==> config.mk <==
export PLATFORM = sky130hd
export DESIGN_NAME = modu2_stim_gen_flat
export DESIGN_NICKNAME = d
export VERILOG_FILES = /design/src/rtl/modu2_stim_gen_if.sv /design/src/rtl/modu2_stim_gen.sv /design/src/flat_wrapper.sv
export SDC_FILE = /design/constraint.sdc
export NUM_CORES = 1
export LEC_CHECK = 0
export CAP_MARGIN = 30
export CORE_ASPECT_RATIO = 1.1
export CORE_MARGIN = 1.5
export CORE_UTILIZATION = 50
export CTS_CLUSTER_SIZE = 16
export DETAILED_ROUTE_END_ITERATION = 10
export PLACE_DENSITY = 0.88
export SLEW_MARGIN = 40
export SYNTH_ARGS = -nofsm -noshare
export SYNTH_HDL_FRONTEND = slang
export SYNTH_SLANG_ARGS = --single-unit
==> constraint.sdc <==
create_clock -name clk -period 4.18 [get_ports clk]
set_clock_uncertainty 0.15 [all_clocks]
set_input_delay 0.418 -clock clk [delete_from_list [all_inputs] [get_ports clk]]
set_output_delay 0.418 -clock clk [all_outputs]
set_load 0.005 [all_outputs]
==> src/rtl/modu2_stim_gen_if.sv <==
// modu2_stim_gen_if
// Purpose: carries one operand vector for the modu2 datapath from the stimulus
//          generator to its consumer, with a valid/ready handshake so the
//          consumer can apply backpressure.
// Signals:
//   out_valid  master->slave  A/B/C/D/vec_idx hold a valid vector
//   out_ready  slave->master  consumer accepts the current vector
//   A, B       master->slave  1-bit operands
//   C, D       master->slave  10-bit operands
//   vec_idx    master->slave  0-based index of the presented vector
interface modu2_stim_gen_if #(
    parameter int CNT_W = 20
);
    logic             out_valid;
    logic             out_ready;
    logic             A;
    logic             B;
    logic [9:0]       C;
    logic [9:0]       D;
    logic [CNT_W-1:0] vec_idx;

    modport master (
        output out_valid, A, B, C, D, vec_idx,
        input  out_ready
    );

    modport slave (
        input  out_valid, A, B, C, D, vec_idx,
        output out_ready
    );
endinterface

==> src/rtl/modu2_stim_gen.sv <==
// modu2_stim_gen
// Purpose: seedable, reproducible source of pseudo-random operand vectors for
//          the modu2 datapath. A 32-bit Galois LFSR supplies the operand bits;
//          a run of num_vec vectors is presented over a valid/ready handshake.
// Ports:
//   clk        in   single clock, rising edge
//   rst_n      in   asynchronous active-low reset
//   start      in   begin a run of num_vec vectors (idle only)
//   num_vec    in   run length, sampled when start is accepted
//   seed_load  in   load the LFSR from seed_in (idle only, wins over start)
//   seed_in    in   new LFSR seed; zero selects SEED instead
//   vec        if   master side of the vector handshake (A, B, C, D, vec_idx)
//   busy       out  high while a run is in progress
//   done       out  one-cycle pulse when a run finishes
module modu2_stim_gen #(
    parameter logic [31:0] SEED  = 32'h0000_0001,
    parameter int          CNT_W = 20
) (
    input  logic                  clk,
    input  logic                  rst_n,
    input  logic                  start,
    input  logic [CNT_W-1:0]      num_vec,
    input  logic                  seed_load,
    input  logic [31:0]           seed_in,
    modu2_stim_gen_if.master      vec,
    output logic                  busy,
    output logic                  done
);

    localparam logic [1:0] ST_IDLE = 2'd0;
    localparam logic [1:0] ST_RUN  = 2'd1;
    localparam logic [1:0] ST_DONE = 2'd2;

    localparam logic [CNT_W-1:0] ONE = {{(CNT_W-1){1'b0}}, 1'b1};

    logic [1:0]       state;
    logic [31:0]      lfsr;
    logic [CNT_W-1:0] num_lat;
    logic [CNT_W-1:0] idx;
    logic             valid_r;
    logic             a_r;
    logic             b_r;
    logic [9:0]       c_r;
    logic [9:0]       d_r;
    logic             xfer;

    // Galois step with taps 32'h8020_0003; a non-zero state never reaches zero.
    function automatic logic [31:0] lfsr_step(input logic [31:0] s);
        return {1'b0, s[31:1]} ^ (s[0] ? 32'h8020_0003 : 32'h0);
    endfunction

    assign xfer          = valid_r & vec.out_ready;
    assign vec.out_valid = valid_r;
    assign vec.A         = a_r;
    assign vec.B         = b_r;
    assign vec.C         = c_r;
    assign vec.D         = d_r;
    assign vec.vec_idx   = idx;

    // Run control. Loading a vector captures the operand fields from the
    // current LFSR value and then advances the LFSR, so the first vector of a
    // freshly seeded run is the seed itself. Under backpressure nothing
    // presented changes. On the last transfer the outputs keep the last
    // vector and only valid drops. done is registered on entry to DONE so it
    // is high for exactly the one cycle spent there.
    always_ff @(posedge clk or negedge rst_n) begin
        if (!rst_n) begin
            state   <= ST_IDLE;
            lfsr    <= SEED;
            num_lat <= '0;
            idx     <= '0;
            valid_r <= 1'b0;
            a_r     <= 1'b0;
            b_r     <= 1'b0;
            c_r     <= '0;
            d_r     <= '0;
            busy    <= 1'b0;
            done    <= 1'b0;
        end else begin
            done <= 1'b0;
            case (state)
                ST_IDLE: begin
                    if (seed_load) begin
                        lfsr <= (seed_in == 32'h0) ? SEED : seed_in;
                    end else if (start) begin
                        if (num_vec != '0) begin
                            num_lat <= num_vec;
                            idx     <= '0;
                            a_r     <= lfsr[0];
                            b_r     <= lfsr[1];
                            c_r     <= lfsr[11:2];
                            d_r     <= lfsr[21:12];
                            lfsr    <= lfsr_step(lfsr);
                            valid_r <= 1'b1;
                            busy    <= 1'b1;
                            state   <= ST_RUN;
                        end else begin
                            done  <= 1'b1;
                            state <= ST_DONE;
                        end
                    end
                end
                ST_RUN: begin
                    if (xfer) begin
                        if (idx == num_lat - ONE) begin
                            valid_r <= 1'b0;
                            busy    <= 1'b0;
                            done    <= 1'b1;
                            state   <= ST_DONE;
                        end else begin
                            a_r  <= lfsr[0];
                            b_r  <= lfsr[1];
                            c_r  <= lfsr[11:2];
                            d_r  <= lfsr[21:12];
                            lfsr <= lfsr_step(lfsr);
                            idx  <= idx + ONE;
                        end
                    end
                end
                ST_DONE: begin
                    state <= ST_IDLE;
                end
                default: begin
                    state <= ST_IDLE;
                end
            endcase
        end
    end

endmodule

==> src/flat_wrapper.sv <==
// flat-port wrapper written by rule: the top's interface ports become plain ports
module modu2_stim_gen_flat 
#(
    parameter logic [31:0] SEED  = 32'h0000_0001,
    parameter int          CNT_W = 20
)
  (clk, rst_n, start, num_vec, seed_load, seed_in, busy, done, vec_out_valid, vec_A, vec_B, vec_C, vec_D, vec_vec_idx, vec_out_ready);
  modu2_stim_gen_if #(.CNT_W(CNT_W)) vec_i ();
  input  logic clk;
  input  logic rst_n;
  input  logic start;
  input  logic [CNT_W-1:0] num_vec;
  input  logic seed_load;
  input  logic [31:0] seed_in;
  output logic busy;
  output logic done;
  output wire logic [$bits(vec_i.out_valid)-1:0] vec_out_valid;
  output wire logic [$bits(vec_i.A)-1:0] vec_A;
  output wire logic [$bits(vec_i.B)-1:0] vec_B;
  output wire logic [$bits(vec_i.C)-1:0] vec_C;
  output wire logic [$bits(vec_i.D)-1:0] vec_D;
  output wire logic [$bits(vec_i.vec_idx)-1:0] vec_vec_idx;
  input wire logic [$bits(vec_i.out_ready)-1:0] vec_out_ready;
  assign vec_out_valid = vec_i.out_valid;
  assign vec_A = vec_i.A;
  assign vec_B = vec_i.B;
  assign vec_C = vec_i.C;
  assign vec_D = vec_i.D;
  assign vec_vec_idx = vec_i.vec_idx;
  assign vec_i.out_ready = vec_out_ready;
  modu2_stim_gen #(.SEED(SEED), .CNT_W(CNT_W)) u_core (.clk(clk), .rst_n(rst_n), .start(start), .num_vec(num_vec), .seed_load(seed_load), .seed_in(seed_in), .vec(vec_i), .busy(busy), .done(done));
endmodule
==> metrics.txt, run 1 <==
run status=finished clean; Worst-path clk slew=~0.080 ns; CP startpoint kind=flip-flop; RSZ-0062 raised after global routing=false; clock tree from TritonCTS=yes; Clk Tree Root Cell=clkbuf_16; FF+latch count, synth=98; CTS max path bufs=2; starting density of the core=about half; worst skew pair latency=approximately 0.35 ns; Vias=about 4600; number of antenna violations at the first check in global routing=0; syn_nets=591; cell type with the highest aggregate area in the netlist=dfrtp_1; Total GRT Usage=between 20% and 30%; share of cells above drive strength 1=under 10%; Post-DP HPWL=around 10 mm; library cells used by synthesis=61; # DRC=0; largest net degree at the start of global routing=71; post-synthesis async set-or-reset flop share=100%; via/cell ratio=just over 6; warnings from Yosys=0; number of global-route vias before repair=about 4700; Max Clock Freq=about 270 MHz; cell area after synthesis=between 5000 and 6000 sq um; Tightest Hold Check Type=reg -> reg; Slowest-stage cell, CP=or4b_1; Leak=between 3 and 4 nW; post-route ant nets=0; TritonCTS buffer count=9; Crit Path Class=reg -> reg; CP Capture Type=flip-flop; syn_area_per_cell=10.2 sq um; WL per Instance=~19 microns; Initial DRC Count=about 420; VDD IR max=~0.17 mV; CTS sink cnt=98; port bufs=101; Die Width=between 100 and 150 microns; top-area cell type share of the netlist area=44.8%; CP required=between 4 and 5 ns; fin crit share=88.5%; endpoints failing setup=0; IO Pins=just over 100; Rows=39; crit-path cells=inv_1 > ha_1 > nor4b_2 > nand3_1 > xnor2_1 > or4b_1 > nor4_2 > a31o_2 > and2_2 > buf_4 > o21ai_0; post_cts resized=0; number of flops mapped to enable cells by yosys=0; setup ws final=about 0.48 ns; Max Cap Viol=0; Max-slew headroom=47.7%; CP peak stage delay=about 0.53 ns; die area=11500 sq um; number of diodes=0; pre-CTS setup slack=0.535 ns; critical path fanouts, max=25; main area contributors after synthesis=dfrtp_1 (45%), mux2i_1 (5.4%), mux2_2 (4.4%); Die Ht=around 110 microns; Mapped Cells=532; Seq/Total Area, Yosys=a little under half; CP arrival=3.76 ns; grt ovf=0; PD cells=roughly 270 nW/um^2; gpl congestion=0.880; Min Clock Period, post-route=roughly 3.7 ns; Setup TNS Final=0 ns; P&R area growth vs syn=25.3%; Nets=676; H-tree Lvls=3; Top FF cell, synth=dfrtp_1; first-pass GRT wire length=about 23 mm; Final Hold Vio Count=0; Final Slew Violations=0; total wire length=~14 mm; worst slew pin tran=approximately 0.78 ns; core area=about 10000 sq um; DR pass1 iterations=5
final cells by class:
class | count | area [sq um]
clock buffer | 10 | 229
timing repair buffer | 109 | 1090
sequential | 98 | 2450
inverter | 9 | 33.8
fill | 849 | 3660
multi-input combinational | 390 | 2750
clock inverter | 6 | 55.1
tap | 143 | 179
path summary, 6_finish.rpt:
| kind | startpoint | slack, ns | cells after the start | end |
|---|---|---|---|---|
| worst min register to register | u_core.vec.D[6] | 0.35 | 1 | u_core.vec.D[6] |
| worst max register to register | u_core.num_lat[0] | 0.48 | 11 | u_core.lfsr[12] |
| worst min-delay path | u_core.vec.D[6] | 0.35 | 1 | u_core.vec.D[6] |
| worst max-delay path | u_core.num_lat[0] | 0.48 | 11 | u_core.lfsr[12] |
| max in group asynchronous | rst_n | 2.48 | 3 | u_core.lfsr[0] |
| min in group asynchronous | rst_n | 0.50 | 2 | u_core.num_lat[3] |
worst max-delay path: cells and delay by family (launching register included):
kind                       cells  cell delay (ns)
AOI/OAI and AO/OA              2             0.40
xor gates and xnor gates       1             0.17
adders and majority gates      1             0.27
buffers and inverters          2             0.39
DFF                            1             0.46
and+or+nand+nor                5             1.72
cell usage after synthesis, types with 5 or more instances:
| library cell | n |
|---|---|
| buf_6 | 5 |
| mux2_1 | 20 |
| clkbuf_1 | 14 |
| nand3_1 | 43 |
| a31oi_1 | 5 |
| and3_1 | 6 |
| o21ai_0 | 39 |
| nor4_1 | 15 |
| inv_1 | 9 |
| nor2_1 | 18 |
| mux2i_1 | 29 |
| buf_2 | 10 |
| xnor2_1 | 15 |
| o31ai_1 | 7 |
| a21oi_1 | 25 |
| or3_1 | 18 |
| xor2_1 | 10 |
| or4_1 | 9 |
| nand2_1 | 20 |
| nor3_1 | 9 |
| dfrtp_1 | 97 |
| mux2_2 | 21 |
| nand4_1 | 11 |
| o21ai_1 | 12 |
report_power, final:
group          internal, mW  switching, mW  total, mW  leakage [nW]
sequential            0.948        0.00139      0.950          1.34
combinational        0.0513         0.0388     0.0901          1.57
clock                 0.417          0.385      0.802         0.134
metal layers:
layer  track usage, %  wire length (microns)  up-vias
met5                0                      0        -
li1                 -                      -     2150
met3             4.23                    757       19
met4             7.03                    202        0
met1             34.8                   6080     2285
met2             43.9                   7350      161
timing repair:
item	4_1_cts	5_1_grt
buffers inserted	0	0
hold endpoints to repair	69	0
hold buffers	1	0
metrics by stage:
step | util, % | area [sq um] | cells | hold WS [ns] | power, mW
floorplan | - | 5420 | 532 | -0.0276 | 0.973
CTS | 65.0 | 6790 | 765 | 0.350 | 1.85
finish | 65.0 | 6790 | 765 | 0.348 | 1.84
detailed placement | 62.2 | 6490 | 748 | 0.315 | 1.06
global placement | 62.1 | 6480 | 748 | 0.331 | 1.06
global route | 65.0 | 6790 | 765 | 0.363 | 1.90
cell families (layout without fill, tap and decap cells):
kind of cell	after synthesis	in the layout	share of synthesized area [%]
DFF	98	98	45.3
AOI/OAI and AO/OA	111	111	12.3
buffers and inverters	44	134	4.14
muxes	70	70	13.9
and+or+nand+nor	182	182	19.8
adders and majority gates	2	2	0.462
xor gates and xnor gates	25	25	4.04
flip-flops by register name, summed over array words and instances, names as in the netlist:
| register | cells |
|---|---|
| u_core.busy | 1 |
| u_core.done | 1 |
| u_core.lfsr | 32 |
| u_core.num_lat | 20 |
| u_core.state | 2 |
| u_core.vec.A | 1 |
| u_core.vec.B | 1 |
| u_core.vec.C | 10 |
| u_core.vec.D | 10 |
| u_core.vec.vec_idx | 20 |
cell usage in the layout (no fill, tap or decap), types with 6 or more instances in the layout:
master           instances
nand4_1                 11
nor4_1                  15
mux2i_1                 29
a21oi_1                 25
xnor2_1                 15
o31ai_1                  7
nand3_1                 43
nor3_1                   9
xor2_1                  10
buf_4                    6
nor2_1                  17
nand2_1                 19
mux2_2                  21
inv_1                    9
o21ai_0                 39
mux2_1                  20
clkbuf_16                9
or3_1                   18
clkdlybuf4s50_1        100
or4_1                    9
o21ai_1                 12
dfrtp_1                 97
and3_1                   6
Note: power is estimated with default switching activity, not from simulation.
==> run 2, diff against run 1 <==
--- a/config.mk
+++ b/config.mk
@@ -6,7 +6,6 @@
 export NUM_CORES = 1
 export LEC_CHECK = 0
 export CAP_MARGIN = 30
-export CORE_ASPECT_RATIO = 1.1
 export CORE_MARGIN = 1.5
 export CORE_UTILIZATION = 50
 export CTS_CLUSTER_SIZE = 16
==> metrics.txt, run 2 (same netlist as run 1, synthesis figures left out) <==
WL per Instance=18.5 microns (-1.7%); starting density of the core=52.0% (+0.13 points); VDD IR max=0.150 mV (-13%); post-route ant nets=0 (unchanged); port bufs=101 (unchanged); run status=finished clean; multi-input gate area in the final layout=2750 sq um (+0.18%); Clock power frac=36.8% (-6.7 points); r2r setup slk=0.41 ns (-0.07 ns); Final Slew Violations=0 (unchanged); Total GRT Usage=25.8% (-0.32 points); Final Hold Vio Count=0 (unchanged); Initial DRC Count=249 (-41%); leading cell type in the layout, fill and taps excluded=clkdlybuf4s50_1; Critical Path Sink=u_core.lfsr[29]; RR Startpoint=u_core.num_lat[0]; pre-CTS setup slack=0.485 ns (-0.0505 ns); total power=1.64 mW (-11%); RSZ-0062 raised after global routing=false; Vias=4625 (+0.22%); grt ovf=0 (unchanged); Die Width=107 microns (+4.7%); Internal=1.24 mW (-13%); CP Capture Type=flip-flop; setup ws final=0.406 ns (-0.0734 ns); Gate power share=5.5% (+0.6 points); Max Cap Viol=0 (unchanged); CP required=4.29 ns (+0.05 ns); PD cells=246 nW/um^2 (-9.5%); share of cells above drive strength 1=9.97% (+0.16 points); Crit Path Class=reg -> reg; Min Clock Period, post-route=3.77 ns (+0.0734 ns); DR pass1 iterations=5 (unchanged); die area=11500 sq um (about the same); Sw Ratio=24.6% (+1.5 points); hold_ws=0.360 ns (+0.0121 ns); Largest Register=u_core.lfsr; # DRC=0 (unchanged); via/cell ratio=6.10 (+1.1%); Switch Pwr=0.404 mW (-5.0%); Fill cells=829 (-2.4%); CP arrival=3.89 ns (+0.13 ns); Max Clock Freq=265 MHz (-1.9%); max reg flops=32 (unchanged); IO Pins=102 (unchanged); CTS max path bufs=2 (unchanged); Max-slew headroom=56.0% (+8.4 points); largest net degree at the start of global routing=64 (-9.9%); final std cell area, no fill=6680 sq um (-1.5%); most frequent cells in the layout=clkdlybuf4s50_1 (100), dfrtp_1 (97), nand3_1 (43); number of diodes=0 (unchanged); Post-DP HPWL=9.98 mm (-4.3%); fin crit share=90.3% (+1.8 points); Tightest Hold Check Type=reg -> reg; P&R area growth vs syn=23.4%; Worst-path clk slew=0.10 ns (+0.02 ns); gpl congestion=0.915 (+4.0%); number of antenna violations at the first check in global routing=0 (unchanged); worst skew pair latency=0.39 ns (+0.04 ns); Setup TNS Final=0 ns (unchanged); critical path fanouts, max=17 (-32%); number of global-route vias before repair=4508 (-4.5%); clock tree from TritonCTS=yes; Rows=37 (-5.1%); Flop pwr share=57.8% (+6.2 points); Seq. cell area=2450 sq um (unchanged); CP startpoint=u_core.num_lat[0]; Clk Tree Root Cell=clkbuf_8; TritonCTS buffer count=9 (unchanged); endpoints failing setup=0 (unchanged); H-tree Lvls=3 (unchanged); Leak=3.00 nW (-1.4%); Die Ht=107 microns (-4.5%); cell area after placement=6480 sq um (-0.12%); CP startpoint kind=flip-flop; first-pass GRT wire length=23.2 mm (-1.2%); Nets=676 (unchanged); total wire length=14.0 mm (-2.6%); R2R depth=11 (unchanged); core area=10400 sq um (-0.25%); CTS sink cnt=98 (unchanged); worst slew pin tran=0.643 ns (-0.142 ns); post_cts resized=0 (unchanged); reg2reg end=u_core.lfsr[29]
==> run 2: final cells by class <==
class / instances / share of cell area, %
Multi-Input combinational cell: 390 / 41.2
Sequential cell: 98 / 36.7
Timing Repair Buffer: 109 / 16.3
Tap cell: 136 / 2.55
Clock buffer: 10 / 2.06
Clock inverter: 6 / 0.730
Inverter: 9 / 0.505
==> run 2: worst min path at each step <==
stage / startpoint / end / cells after the start
6_report: u_core.vec.C[1] / u_core.vec.C[1] / 1
5_1_grt: u_core.vec.C[4] / u_core.vec.C[4] / 1
4_1_cts: u_core.vec.D[5] / u_core.vec.D[5] / 1
3_5_place_dp: u_core.vec.D[5] / u_core.vec.D[5] / 1
3_3_place_gp: u_core.lfsr[23] / u_core.lfsr[23] / 2
2_1_floorplan: rst_n / u_core.busy / 0
==> run 2: per-stage QoR <==
step	std cells	util, %
6_report	758	64.2
3_3_place_gp	741	62.2
3_5_place_dp	741	62.2
5_1_grt	758	64.2
4_1_cts	758	64.1
2_1_floorplan	532	-
==> run 2: timing repair <==
item,4_1_cts,5_1_grt
hold buffers,1,0
endpoints found under the setup margin,0,0
endpoints found under the hold margin,29,0
buffers inserted,0,0
==> run 2: power by group through the flow <==
stage / Sequential, mW / Clock [mW] / Combinational [mW]
final: 0.949 / 0.604 / 0.0895
after global routing: 0.950 / 0.655 / 0.0973
after floorplan: 0.968 / 0 / 0.00538
after global placement: 0.968 / 0 / 0.0876
after detailed placement: 0.968 / 0 / 0.0893
after CTS: 0.949 / 0.610 / 0.0904
==> run 2: worst max-delay path: stages, from the launching register on <==
cell      delay, ns
dfrtp_1        0.47
inv_1          0.10
ha_1           0.31
nor4b_2        0.46
nand4b_1       0.22
xnor2_1        0.19
or4b_1         0.51
nor4_2         0.34
a31o_2         0.21
and2_2         0.33
buf_4          0.25
o21ai_0        0.12
==> run 2: per-layer routing <==
metal | global-route usage, % | part of all wire, % | vias to the layer above
met5 | 0 | 0 | -
met4 | 4.67 | 0.81 | 0
met3 | 4.98 | 7.0 | 9
met2 | 43.4 | 49 | 223
met1 | 34.8 | 43 | 2242
li1 | - | - | 2151
